`config.mk`:
```
export PLATFORM = sky130hd
export DESIGN_NAME = if_stage
export DESIGN_NICKNAME = d
export VERILOG_FILES = /design/src/rtl/if_stage.sv
export SDC_FILE = /design/constraint.sdc
export NUM_CORES = 1
export LEC_CHECK = 0
export ABC_CLOCK_PERIOD_IN_PS = 2500
export CORE_UTILIZATION = 45
export CTS_BUF_LIST = sky130_fd_sc_hd__clkbuf_16
export DETAILED_ROUTE_END_ITERATION = 6
export GPL_TIMING_DRIVEN = 0
export PLACE_DENSITY = 0.86
export SLEW_MARGIN = 25
export SYNTH_ARGS = -nofsm -noshare
export SYNTH_HDL_FRONTEND = slang
export SYNTH_SLANG_ARGS = --single-unit
```
`constraint.sdc`:
```
create_clock -name clk -period 2.5 [get_ports clk]
set_input_delay 0.375 -clock clk [delete_from_list [all_inputs] [get_ports clk]]
set_output_delay 0.375 -clock clk [all_outputs]
set_load 0.005 [all_outputs]
```
`src/rtl/if_stage.sv`:
```
// rtl/if_stage.sv - MIPS instruction-fetch stage: PC, IF/ID register, redirect and fetch counter
module if_stage #(
    parameter logic [31:0] RESET_PC   = 32'h00000000,
    parameter logic [31:0] EXC_VECTOR = 32'h80000004
) (
    input  logic        clk,
    input  logic        reset,
    output logic [31:0] imem_addr,
    input  logic [31:0] imem_instr,
    input  logic        stall,
    input  logic        flush,
    input  logic        redirect_valid,
    input  logic [31:0] redirect_target,
    input  logic        exc_valid,
    output logic        if_id_valid,
    output logic [31:0] if_id_pc,
    output logic [31:0] if_id_pc_plus4,
    output logic [31:0] if_id_instr,
    output logic [31:0] fetch_count
);

    typedef enum logic {
        BOOT,
        RUN
    } state_t;

    state_t      state;
    logic [31:0] pc;
    logic [31:0] pc_plus4;
    logic        unused_target_bits;

    // pc is only ever loaded with word-aligned values, so it drives the ROM directly
    assign imem_addr          = pc;
    assign pc_plus4           = pc + 32'd4;
    assign unused_target_bits = ^redirect_target[1:0];

    // PC, boot sequencing and IF/ID register with exception > redirect > flush > stall priority
    always_ff @(posedge clk) begin
        if (reset) begin
            state          <= BOOT;
            pc             <= {RESET_PC[31:2], 2'b00};
            if_id_valid    <= 1'b0;
            if_id_pc       <= 32'h0;
            if_id_pc_plus4 <= 32'h0;
            if_id_instr    <= 32'h0;
            fetch_count    <= 32'h0;
        end else begin
            case (state)
                BOOT: begin
                    // one bubble cycle while the ROM address settles at the reset PC
                    state       <= RUN;
                    if_id_valid <= 1'b0;
                    if_id_instr <= 32'h0;
                end
                default: begin
                    if (exc_valid) begin
                        pc          <= {EXC_VECTOR[31:2], 2'b00};
                        if_id_valid <= 1'b0;
                        if_id_instr <= 32'h0;
                    end else if (redirect_valid) begin
                        pc          <= {redirect_target[31:2], 2'b00};
                        if_id_valid <= 1'b0;
                        if_id_instr <= 32'h0;
                    end else if (flush) begin
                        // flush always bubbles IF/ID; the PC still respects stall
                        if (!stall) begin
                            pc <= pc_plus4;
                        end
                        if_id_valid <= 1'b0;
                        if_id_instr <= 32'h0;
                    end else if (!stall) begin
                        pc             <= pc_plus4;
                        if_id_valid    <= 1'b1;
                        if_id_pc       <= pc;
                        if_id_pc_plus4 <= pc_plus4;
                        if_id_instr    <= imem_instr;
                        if (fetch_count != 32'hFFFFFFFF) begin
                            fetch_count <= fetch_count + 32'd1;
                        end
                    end
                end
            endcase
        end
    end

endmodule
```
==> reports/qor.log <==
qor: worst_setup_path.cp.required 2.83 ns
qor: clocking.total_number_of_h_tree_levels 4
qor: route.drt_first_pass_iters 7
qor: place.placedCellCount 1,237
qor: power.total_leakage_power 3.443 nW
qor: route.vias 7,364
qor: clocking.clkTransAtPathRegs 0.06 ns
qor: final_layout.syn_to_final_growth 44.47%
qor: synthesis.post-synth-top-area-cell sky130_fd_sc_hd__dfxtp_1
qor: status.violations DRC
qor: route.wl_met3 2.449 mm
qor: die.number_of_ports_placed_on_the_die_boundary 231
qor: min_path.min-delay-path-class in -> reg
qor: worst_setup_path.r2r_slack 0.02 ns
qor: clocking.clock_sink_count 156
qor: place.routabilityCongestion 0.9695
qor: synthesis.ys_warn_count 0
qor: clocking.cts_inserted_buffers 17
qor: synthesis.synth_area_leaders sky130_fd_sc_hd__dfxtp_1 45%, sky130_fd_sc_hd__a21oi_1 6.1%, sky130_fd_sc_hd__nand2_1 6.0%
qor: route.met2RoutedLength 10.45 mm
qor: synthesis.yosysSeqAreaShare 0.4512
qor: route.drt_drc_violations_left 2
qor: route.avgViaCountPerCell 5.817
qor: die.core_footprint 14,750 um2
qor: worst_setup_path.arr_time_crit_path 2.81 ns
qor: power.peakVddDrop 415.9 uV
qor: final_layout.antenna_cells 0
qor: worst_setup_path.crit_path_capture_type flip-flop
qor: grt.grt_max_degree 17
qor: die.floorplan.die.height 126.0 um
qor: route.detail-route-antenna-nets 0
qor: status.status finished, violations left
qor: synthesis.postSynthRegisterBits 156
qor: job.cap_violations 0
qor: route.maxUsedRoutingLayer met4
qor: clocking.clockBufferDepth 2
qor: die.fp.dieW 126.0 um
qor: clocking.worst_skew_pair.late_latency 0.42 ns
qor: grt.grt_overflow 0
qor: route.detail_route.wirelength 23.23 mm
qor: die.floorplan.rows 44
qor: route.post_drt_wl_per_cell 18.35 um
qor: timing.finalHoldViolations 0
qor: synthesis.async_flop_share 0
qor: synthesis.synth_edf_count 0
qor: final_layout.final-instance-count-excl-fill 1,266
qor: timing.finalClockSkew 0.004568 ns
qor: die.start_util 0.4691
qor: timing.post-route-min-period 2.481 ns
qor: timing.final.hold.worst_slack 0.2717 ns
qor: synthesis.synth_cell_types 60
qor: timing.timing.slew.headroom 0.4919
qor: clocking.ctsHoldBuffers 0
qor: route.first_iter_violations 640
qor: clocking.cts_tree built
qor: place.dpl.hpwl 16.81 mm
qor: route.routedLengthMet1 9.398 mm
qor: final_layout.nets 1,144
qor: timing.setup-violations-final 0
qor: timing.timing.final.max_slew_violations 0
qor: synthesis.mappedNetlistArea 6922 um2
qor: clocking.ctsRootBufferMaster sky130_fd_sc_hd__clkbuf_16
qor: synthesis.synth_area_per_cell 8.349 um2
qor: die.die_area 15,880 um2
qor: grt.grt_first_pass_wirelength 35.78 mm
qor: final_layout.drive_gt1_frac 0.06285
qor: power.power.density_cell_area 540.2 nW/um2
qor: worst_setup_path.critical_path.startpoint_type flip-flop
qor: timing.maxClockFrequency 403.0 MHz
qor: power.power 5.402 mW
qor: worst_setup_path.criticalPathCategory reg -> reg
qor: grt.globalRouteTotalUtil 0.2887
qor: grt.grt_antenna_before_repair 0
qor: place.portBuffers 219
qor: final_layout.layout_commonest_cell sky130_fd_sc_hd__clkdlybuf4s50_1
qor: synthesis.top_area_cell_type_share_of_the_netlist_area 0.4512
qor: grt.grt_pass1_vias 6,840
qor: synthesis.synth_top_flop_cell sky130_fd_sc_hd__dfxtp_1
qor: timing.fin_crit_sh 0.9925
qor: synthesis.synthesis.instances 829
qor: final_layout.mostFrequentLayoutCells 218 x sky130_fd_sc_hd__clkdlybuf4s50_1, 154 x sky130_fd_sc_hd__dfxtp_1, 111 x sky130_fd_sc_hd__nand2_1, 85 x sky130_fd_sc_hd__a21oi_1, 82 x sky130_fd_sc_hd__nor2_1
qor: timing.worstMarginPinSlew 0.7590 ns
qor: worst_setup_path.cp_max_fo 9
-- path summary, 6_finish.rpt --
check | startpoint | to | cells after the start
setup / recovery | imem_addr[6] | imem_addr[27] | 6
hold / removal | stall | if_id_instr[31] | 3
setup reg to reg | imem_addr[6] | imem_addr[27] | 6
hold reg to reg | if_id_valid | if_id_valid | 2
-- worst max-delay path: stages, from the launching register on --
cell	delay, ns
sky130_fd_sc_hd__dfxtp_1	0.33
sky130_fd_sc_hd__clkbuf_1	0.35
sky130_fd_sc_hd__nand3_1	0.39
sky130_fd_sc_hd__nor2_1	0.48
sky130_fd_sc_hd__nand4_1	0.28
sky130_fd_sc_hd__o31a_1	0.33
sky130_fd_sc_hd__o22ai_1	0.22
-- metrics by stage --
| stage | util | cell area [um2] | setup TNS, ns | setup WS [ns] |
|---|---|---|---|---|
| detailed placement | 0.6346 | 9363 | -46.52 | -0.7151 |
| floorplan | - | 6940 | 0 | 0.2073 |
| CTS | 0.6740 | 9945 | 0 | 0.01633 |
| finish | 0.6777 | 10000 | 0 | 0.01885 |
| global route | 0.6777 | 10000 | -0.05697 | -0.03220 |
| global placement | 0.6346 | 9363 | -40.94 | -0.6798 |
-- power breakdown --
group / leakage (nW) / total (mW) / switching, mW / internal [mW]
sequential: 1.26 / 2.55 / 0.0377 / 2.52
clock: 0.267 / 2.42 / 0.994 / 1.43
combinational: 1.91 / 0.427 / 0.207 / 0.219
-- synth_stat cells, types with 3 or more instances --
cell	n
sky130_fd_sc_hd__dfxtp_1	156
sky130_fd_sc_hd__nand2_1	111
sky130_fd_sc_hd__a21oi_1	85
sky130_fd_sc_hd__nor2_1	82
sky130_fd_sc_hd__o21ai_0	57
sky130_fd_sc_hd__clkbuf_1	54
sky130_fd_sc_hd__mux2i_1	36
sky130_fd_sc_hd__nand3_1	23
sky130_fd_sc_hd__or3_1	19
sky130_fd_sc_hd__xnor2_1	19
sky130_fd_sc_hd__nand4_1	16
sky130_fd_sc_hd__a22oi_1	13
sky130_fd_sc_hd__nor3_1	13
sky130_fd_sc_hd__xor2_1	12
sky130_fd_sc_hd__nor4_1	11
sky130_fd_sc_hd__and3_1	10
sky130_fd_sc_hd__inv_1	10
sky130_fd_sc_hd__and4_1	9
sky130_fd_sc_hd__buf_4	6
sky130_fd_sc_hd__nand2b_1	6
sky130_fd_sc_hd__o31ai_1	6
sky130_fd_sc_hd__a211oi_1	5
sky130_fd_sc_hd__o31a_1	5
sky130_fd_sc_hd__or4_1	5
sky130_fd_sc_hd__buf_2	4
sky130_fd_sc_hd__o21a_1	4
sky130_fd_sc_hd__o2bb2ai_1	4
sky130_fd_sc_hd__a32oi_1	3
sky130_fd_sc_hd__o211ai_1	3
sky130_fd_sc_hd__o22ai_1	3
sky130_fd_sc_hd__o311ai_0	3
-- final cells by class --
| cell class | instances | area [um2] |
|---|---|---|
| multi-input combinational | 601 | 3570 |
| inverter | 10 | 37.54 |
| timing repair buffer | 221 | 2206 |
| clock buffer | 17 | 425.4 |
| fill | 1215 | 4755 |
| tap | 184 | 230.2 |
| sequential | 156 | 3126 |
| buffer | 65 | 295.3 |
| clock inverter | 12 | 110.1 |
-- flip-flops by register name, indices dropped and copies added, names as in the netlist --
| register | flops |
|---|---|
| fetch_count | 32 |
| if_id_pc_plus4 | 30 |
| state | 1 |
| if_id_pc | 30 |
| if_id_valid | 1 |
| if_id_instr | 32 |
| imem_addr | 30 |
-- what timing repair did --
item                       in CTS  in global routing
gates resized for setup        11                 13
pin swaps                       1                  2
setup endpoints to repair      74                 34
setup buffers                   1                  1
-- kinds of logic (layout without fill, tap and decap cells) --
| family | count (synthesis) | in the layout | share of synthesized area |
|---|---|---|---|
| AO/OA/AOI/OAI | 205 | 205 | 0.1764 |
| XOR/XNOR | 31 | 31 | 0.03923 |
| adder cells (fa/ha/maj) | 2 | 2 | 0.003615 |
| buffers and inverters | 77 | 325 | 0.04790 |
| flip-flops | 156 | 156 | 0.4512 |
| multiplexers | 37 | 37 | 0.05369 |
| other | 1 | 6 | 0.0005418 |
| AND/OR/NAND/NOR | 320 | 320 | 0.2274 |
-- per-layer routing --
metal  GRT usage  vias up
met4      0.1446        0
met1      0.3695     3405
met2      0.4514      453
met3     0.07349       91
li1            -     3415
met5           0        -
Note: power is estimated with default switching activity, not from simulation.
